[src/rtl/serial_sub_pkg.sv]
// Shared definitions for the bit-serial subtractor controller:
// FSM state encoding and the bit-counter width helper.
package serial_sub_pkg;

    typedef enum logic [1:0] {
        ST_IDLE = 2'd0,
        ST_RUN  = 2'd1,
        ST_DONE = 2'd2
    } state_t;

    // Bit counter width: enough bits to count 0..WIDTH-1, never less than one.
    function automatic int cnt_width(input int width);
        return (width > 1) ? $clog2(width) : 1;
    endfunction

endpackage

[src/rtl/full_sub_cell.sv]
// 1-bit full subtractor built from two half subtractors: the first
// subtracts B from A, the second subtracts the incoming borrow from that
// partial difference; either stage borrowing produces a borrow out.
module full_sub_cell (
    input  logic A,
    input  logic B,
    input  logic Bin,
    output logic Diff,
    output logic Bout
);

    logic d1;
    logic b1;
    logic b2;

    half_sub u_hs_ab (
        .a      (A),
        .b      (B),
        .diff   (d1),
        .borrow (b1)
    );

    half_sub u_hs_bin (
        .a      (d1),
        .b      (Bin),
        .diff   (Diff),
        .borrow (b2)
    );

    assign Bout = b1 | b2;

endmodule

[src/rtl/half_sub.sv]
// 1-bit half subtractor: diff = a - b, borrow set when b exceeds a.
module half_sub (
    input  logic a,
    input  logic b,
    output logic diff,
    output logic borrow
);

    assign diff   = a ^ b;
    assign borrow = ~a & b;

endmodule

[src/rtl/serial_sub_ctrl.sv]
// Bit-serial unsigned subtractor controller. One full-subtractor cell and a
// borrow flip-flop process the operands LSB first, one bit per clock.
// A Start in IDLE captures A/B; WIDTH RUN cycles later the DONE cycle
// presents Diff/Borrow with a one-cycle Done pulse. Diff/Borrow hold until
// the next completion or reset.
// Optional build macro SERIAL_SUB_OVF_EN adds the Ovf output (signed
// two's-complement overflow of A - B), registered and held like Diff.
module serial_sub_ctrl
    import serial_sub_pkg::*;
#(
    parameter int WIDTH = 8
) (
    input  logic             clk,
    input  logic             rst,
    input  logic             Start,
    input  logic [WIDTH-1:0] A,
    input  logic [WIDTH-1:0] B,
    output logic             Busy,
    output logic             Done,
    output logic [WIDTH-1:0] Diff,
    output logic             Borrow
`ifdef SERIAL_SUB_OVF_EN
    ,
    output logic             Ovf
`endif
);

    localparam int CNT_W = cnt_width(WIDTH);
    localparam logic [CNT_W-1:0] LAST_BIT = CNT_W'(WIDTH - 1);
    localparam logic [CNT_W-1:0] CNT_ONE  = CNT_W'(1);

    state_t           state;
    logic [WIDTH-1:0] sa;
    logic [WIDTH-1:0] sb;
    // Holds the first WIDTH-1 result bits; the last bit comes straight
    // from the cell when the result is committed.
    logic [WIDTH-2:0] sd;
    logic             bq;
    logic [CNT_W-1:0] cnt;
    logic             d;
    logic             bn;

`ifdef SERIAL_SUB_OVF_EN
    // Operand sign bits are kept aside because SA/SB shift them away.
    logic             a_msb;
    logic             b_msb;
`endif

    full_sub_cell u_cell (
        .A    (sa[0]),
        .B    (sb[0]),
        .Bin  (bq),
        .Diff (d),
        .Bout (bn)
    );

    // Sequencer FSM: capture, shift one bit per cycle, commit result, pulse Done.
    always_ff @(posedge clk) begin
        if (rst) begin
            state  <= ST_IDLE;
            sa     <= '0;
            sb     <= '0;
            sd     <= '0;
            bq     <= 1'b0;
            cnt    <= '0;
            Busy   <= 1'b0;
            Done   <= 1'b0;
            Diff   <= '0;
            Borrow <= 1'b0;
`ifdef SERIAL_SUB_OVF_EN
            a_msb  <= 1'b0;
            b_msb  <= 1'b0;
            Ovf    <= 1'b0;
`endif
        end else begin
            case (state)
                ST_IDLE: begin
                    Done <= 1'b0;
                    if (Start) begin
                        sa    <= A;
                        sb    <= B;
                        bq    <= 1'b0;
                        cnt   <= '0;
                        Busy  <= 1'b1;
                        state <= ST_RUN;
`ifdef SERIAL_SUB_OVF_EN
                        a_msb <= A[WIDTH-1];
                        b_msb <= B[WIDTH-1];
`endif
                    end
                end
                ST_RUN: begin
                    sa  <= sa >> 1;
                    sb  <= sb >> 1;
                    sd  <= (WIDTH-1)'({d, sd} >> 1);
                    bq  <= bn;
                    cnt <= cnt + CNT_ONE;
                    if (cnt == LAST_BIT) begin
                        // Commit on the way into DONE so the result is
                        // already valid in the Done cycle.
                        Diff   <= {d, sd};
                        Borrow <= bn;
                        Done   <= 1'b1;
                        state  <= ST_DONE;
`ifdef SERIAL_SUB_OVF_EN
                        Ovf    <= (a_msb ^ b_msb) & (a_msb ^ d);
`endif
                    end
                end
                ST_DONE: begin
                    Done  <= 1'b0;
                    Busy  <= 1'b0;
                    state <= ST_IDLE;
                end
                default: begin
                    Done  <= 1'b0;
                    Busy  <= 1'b0;
                    state <= ST_IDLE;
                end
            endcase
        end
    end

endmodule

[config.mk]
export PLATFORM = sky130hd
export DESIGN_NAME = serial_sub_ctrl
export DESIGN_NICKNAME = d
export VERILOG_FILES = /design/src/rtl/serial_sub_pkg.sv /design/src/rtl/full_sub_cell.sv /design/src/rtl/half_sub.sv /design/src/rtl/serial_sub_ctrl.sv
export SDC_FILE = /design/constraint.sdc
export NUM_CORES = 1
export LEC_CHECK = 0
export CORE_MARGIN = 2
export CORE_UTILIZATION = 31
export DETAILED_ROUTE_END_ITERATION = 10
export PLACE_DENSITY = 0.56
export SLEW_MARGIN = 30
export SYNTH_ARGS = -nofsm -noshare
export SYNTH_HDL_FRONTEND = slang
export SYNTH_SLANG_ARGS = --single-unit
export TNS_END_PERCENT = 30
[constraint.sdc]
create_clock -name clk -period 1.53 [get_ports clk]
set_input_delay 0.3825 -clock clk [delete_from_list [all_inputs] [get_ports clk]]
set_output_delay 0.3825 -clock clk [all_outputs]
set_load 0.1 [all_outputs]
==> results.toml <==
[detailed_routing]
via_per_inst = 4.58
dr.pass1.iters = 4
drt-total-wl_mm = 3.09
vias = 1265
ant_nets = 0
drt_iter0_drc = 82
drc = 0
post_drt_wl_per_cell_um = 11.2

[cells_and_area]
area_growth_pct = 36.6
utilization = 0.441
instances_no_fill = 276
layout_common_cells = "dfxtp_1, nand2_1, nor2_1"
nNetsFinal = 227
insertedDiodeCount = 0
nFillCells = 505
drive_gt1_frac = 0.180
seqCellArea_um2 = 801
final_common_cell = "dfxtp_1"
multiInputGateArea_um2 = 756

[global_route]
grt_start_max_net_pins = 41
antenna_found_initial = 0
grt_pass1_wl_mm = 5.48
grt_overflow = 0
grt_pass1_vias = 1231
grt.total_usage = 0.115

[worst_setup_path]
cp_top_family = "adder cells"
cp-end-kind = "register"
rrSetupSlack_ps = 120
arrival_ps = 1590
crit_fanout = 7
path_buf_inv = 1
cp-start-kind = "register"
critical_path_required_ps = 1710
worstPathCellList = "ha_1, ha_1, and3b_2, buf_4, nand2_1, a21oi_1"
path_class = "reg2reg"
cp_slowest_stage_delay_ps = 340
cp_common_cell = "ha_1"
crit_slowest_cell = "dfxtp_1"

[sta]
post-route-period-util = 0.920
finalHoldViolCount = 0
fmax_mhz = 710
skew_ps = 9.69
finalCriticalPeriod_ps = 1410
finalMaxSlewViolations = 0
rsz0062_at_grt = "false"
worst_pin_slew_ps = 381
slew_headroom = 0.746
hold_slack_ps = 456
setup_tns_ps = 0
finalSetupViolCount = 0

[power]
ir_drop_uv = 417
power_mw = 2.32
p_per_area_nw_per_um2 = 1030
power.leakage_nw = 0.823

[yosys]
ys_types = 26
synthCells = 174
syn-cell-area_um2 = 1650
yosysSeqAreaShare = 0.485
synth.avg_cell_area_um2 = 9.48
synth_seq_cells = 40
ys_warn_count = 0
synthesis.nets = 196

[die]
initial_core_util = 0.323
die_y_um = 77.0
die-area_um2 = 5920
io_pins = 30
die_x_um = 77.0
rows = 26
core_area_um2 = 5110

[cts]
cts.clk_slew.worst_paths_ps = 80
clk_latency_ps = 290
clockRootBuffer = "clkbuf_8"
cts_tree = "built"
numCtsBuffers = 5
clock-sinks = 40
clock_path_buffers = 2
hold_buffers = 0
post_cts_buffers = 0
htree_levels = 2

[outcome]
outcome = "finished clean"

[place]
globalplace.congestion = 0.700
io_buffers = 29
dp_hpwl_mm = 2.12
dp.cells = 268

[hold_path]
hold_class = "reg2reg"

[job]
maxCapViolCount = 0
[repair_timing]
item	CTS	global route
endpoints found under the hold margin	0	0
setup endpoints to repair	0	6
gates resized for setup	0	1
[metrics by stage]
stage | setup slack [ps] | area [um2]
final | 122 | 2250
after global routing | 10.4 | 2250
after CTS | 85.6 | 2250
after detailed placement | -90.0 | 2130
after global placement | -63.1 | 2130
after floorplan | 206 | 1650
[path summary, 6_finish.rpt]
check	from	end	cells past startpoint
max	cnt[0]$_SDFFE_PP0P_	Diff[7]$_SDFFE_PP0P_	6
min	sd[0]$_SDFFE_PP0N_	Diff[0]$_SDFFE_PP0P_	2
max reg2reg	cnt[0]$_SDFFE_PP0P_	Diff[7]$_SDFFE_PP0P_	6
min reg2reg	sd[0]$_SDFFE_PP0N_	Diff[0]$_SDFFE_PP0P_	2
[registers in the layout (all words and copies together), names as in the netlist]
register / flops
sa: 8
cnt: 3
Diff: 8
Borrow: 1
Done: 1
sd: 7
Busy: 1
bq: 1
state: 2
sb: 8
[logic make-up (layout without fill, tap and decap cells)]
family	after synthesis	after routing	share of synthesized area
AO/OA/AOI/OAI	39	39	0.186
AND/OR/NAND/NOR	63	63	0.159
buffers and inverters	15	47	0.0576
multiplexers	14	14	0.0849
adder cells (fa/ha/maj)	3	3	0.0273
flip-flops	40	40	0.485
[synth_stat cells]
cell type | n | area (um2)
o21bai_1 | 1 | 7.51
clkbuf_1 | 3 | 11.3
and3b_1 | 1 | 8.76
nand2b_1 | 1 | 6.26
a21oi_1 | 16 | 80.1
inv_1 | 3 | 11.3
nor3_1 | 4 | 20.0
nor2_1 | 23 | 86.3
and2b_1 | 1 | 7.51
dfxtp_1 | 40 | 801
buf_8 | 1 | 15.0
nor3b_1 | 1 | 7.51
a211oi_1 | 6 | 45.0
nand2_1 | 30 | 113
o21ba_1 | 1 | 10.0
a2bb2oi_1 | 1 | 8.76
buf_1 | 1 | 3.75
mux2i_1 | 14 | 140
buf_2 | 4 | 20.0
nand3b_1 | 1 | 7.51
a211oi_2 | 10 | 125
buf_6 | 3 | 33.8
ha_1 | 2 | 25.0
a22oi_1 | 4 | 30.0
fa_1 | 1 | 20.0
nor2b_1 | 1 | 6.26
[routing by layer]
layer | wire length [um] | part of all wire | global-route usage
met5 | 0 | 0 | 0
met1 | 1500 | 0.48 | 0.140
met3 | 118 | 0.038 | 0.0400
met4 | 29 | 0.0094 | 0.0436
met2 | 1450 | 0.47 | 0.187
[report_power, final]
part | switching [mW] | internal [mW] | total [mW]
Sequential | 0.0317 | 1.09 | 1.12
Combinational | 0.147 | 0.150 | 0.297
Clock | 0.371 | 0.533 | 0.904
Total | 0.550 | 1.77 | 2.32
[area by class of cell]
class                   count  share of cell area
flip-flops and latches     40               0.355
clock buffers               6              0.0366
repair buffers             36               0.212
well taps                  70              0.0388
multi-input cells         119               0.335
clock inverters             2              0.0172
inverters                   3             0.00499
[worst reg2reg max path: cells and delay by family (launching register included)]
| family | cells | cell delay [ps] |
|---|---|---|
| compound gates | 1 | 60 |
| fa+ha+maj | 2 | 430 |
| buf+inv | 1 | 170 |
| flops | 1 | 340 |
| simple gates | 2 | 310 |
Power figures use the tool's default switching activity.
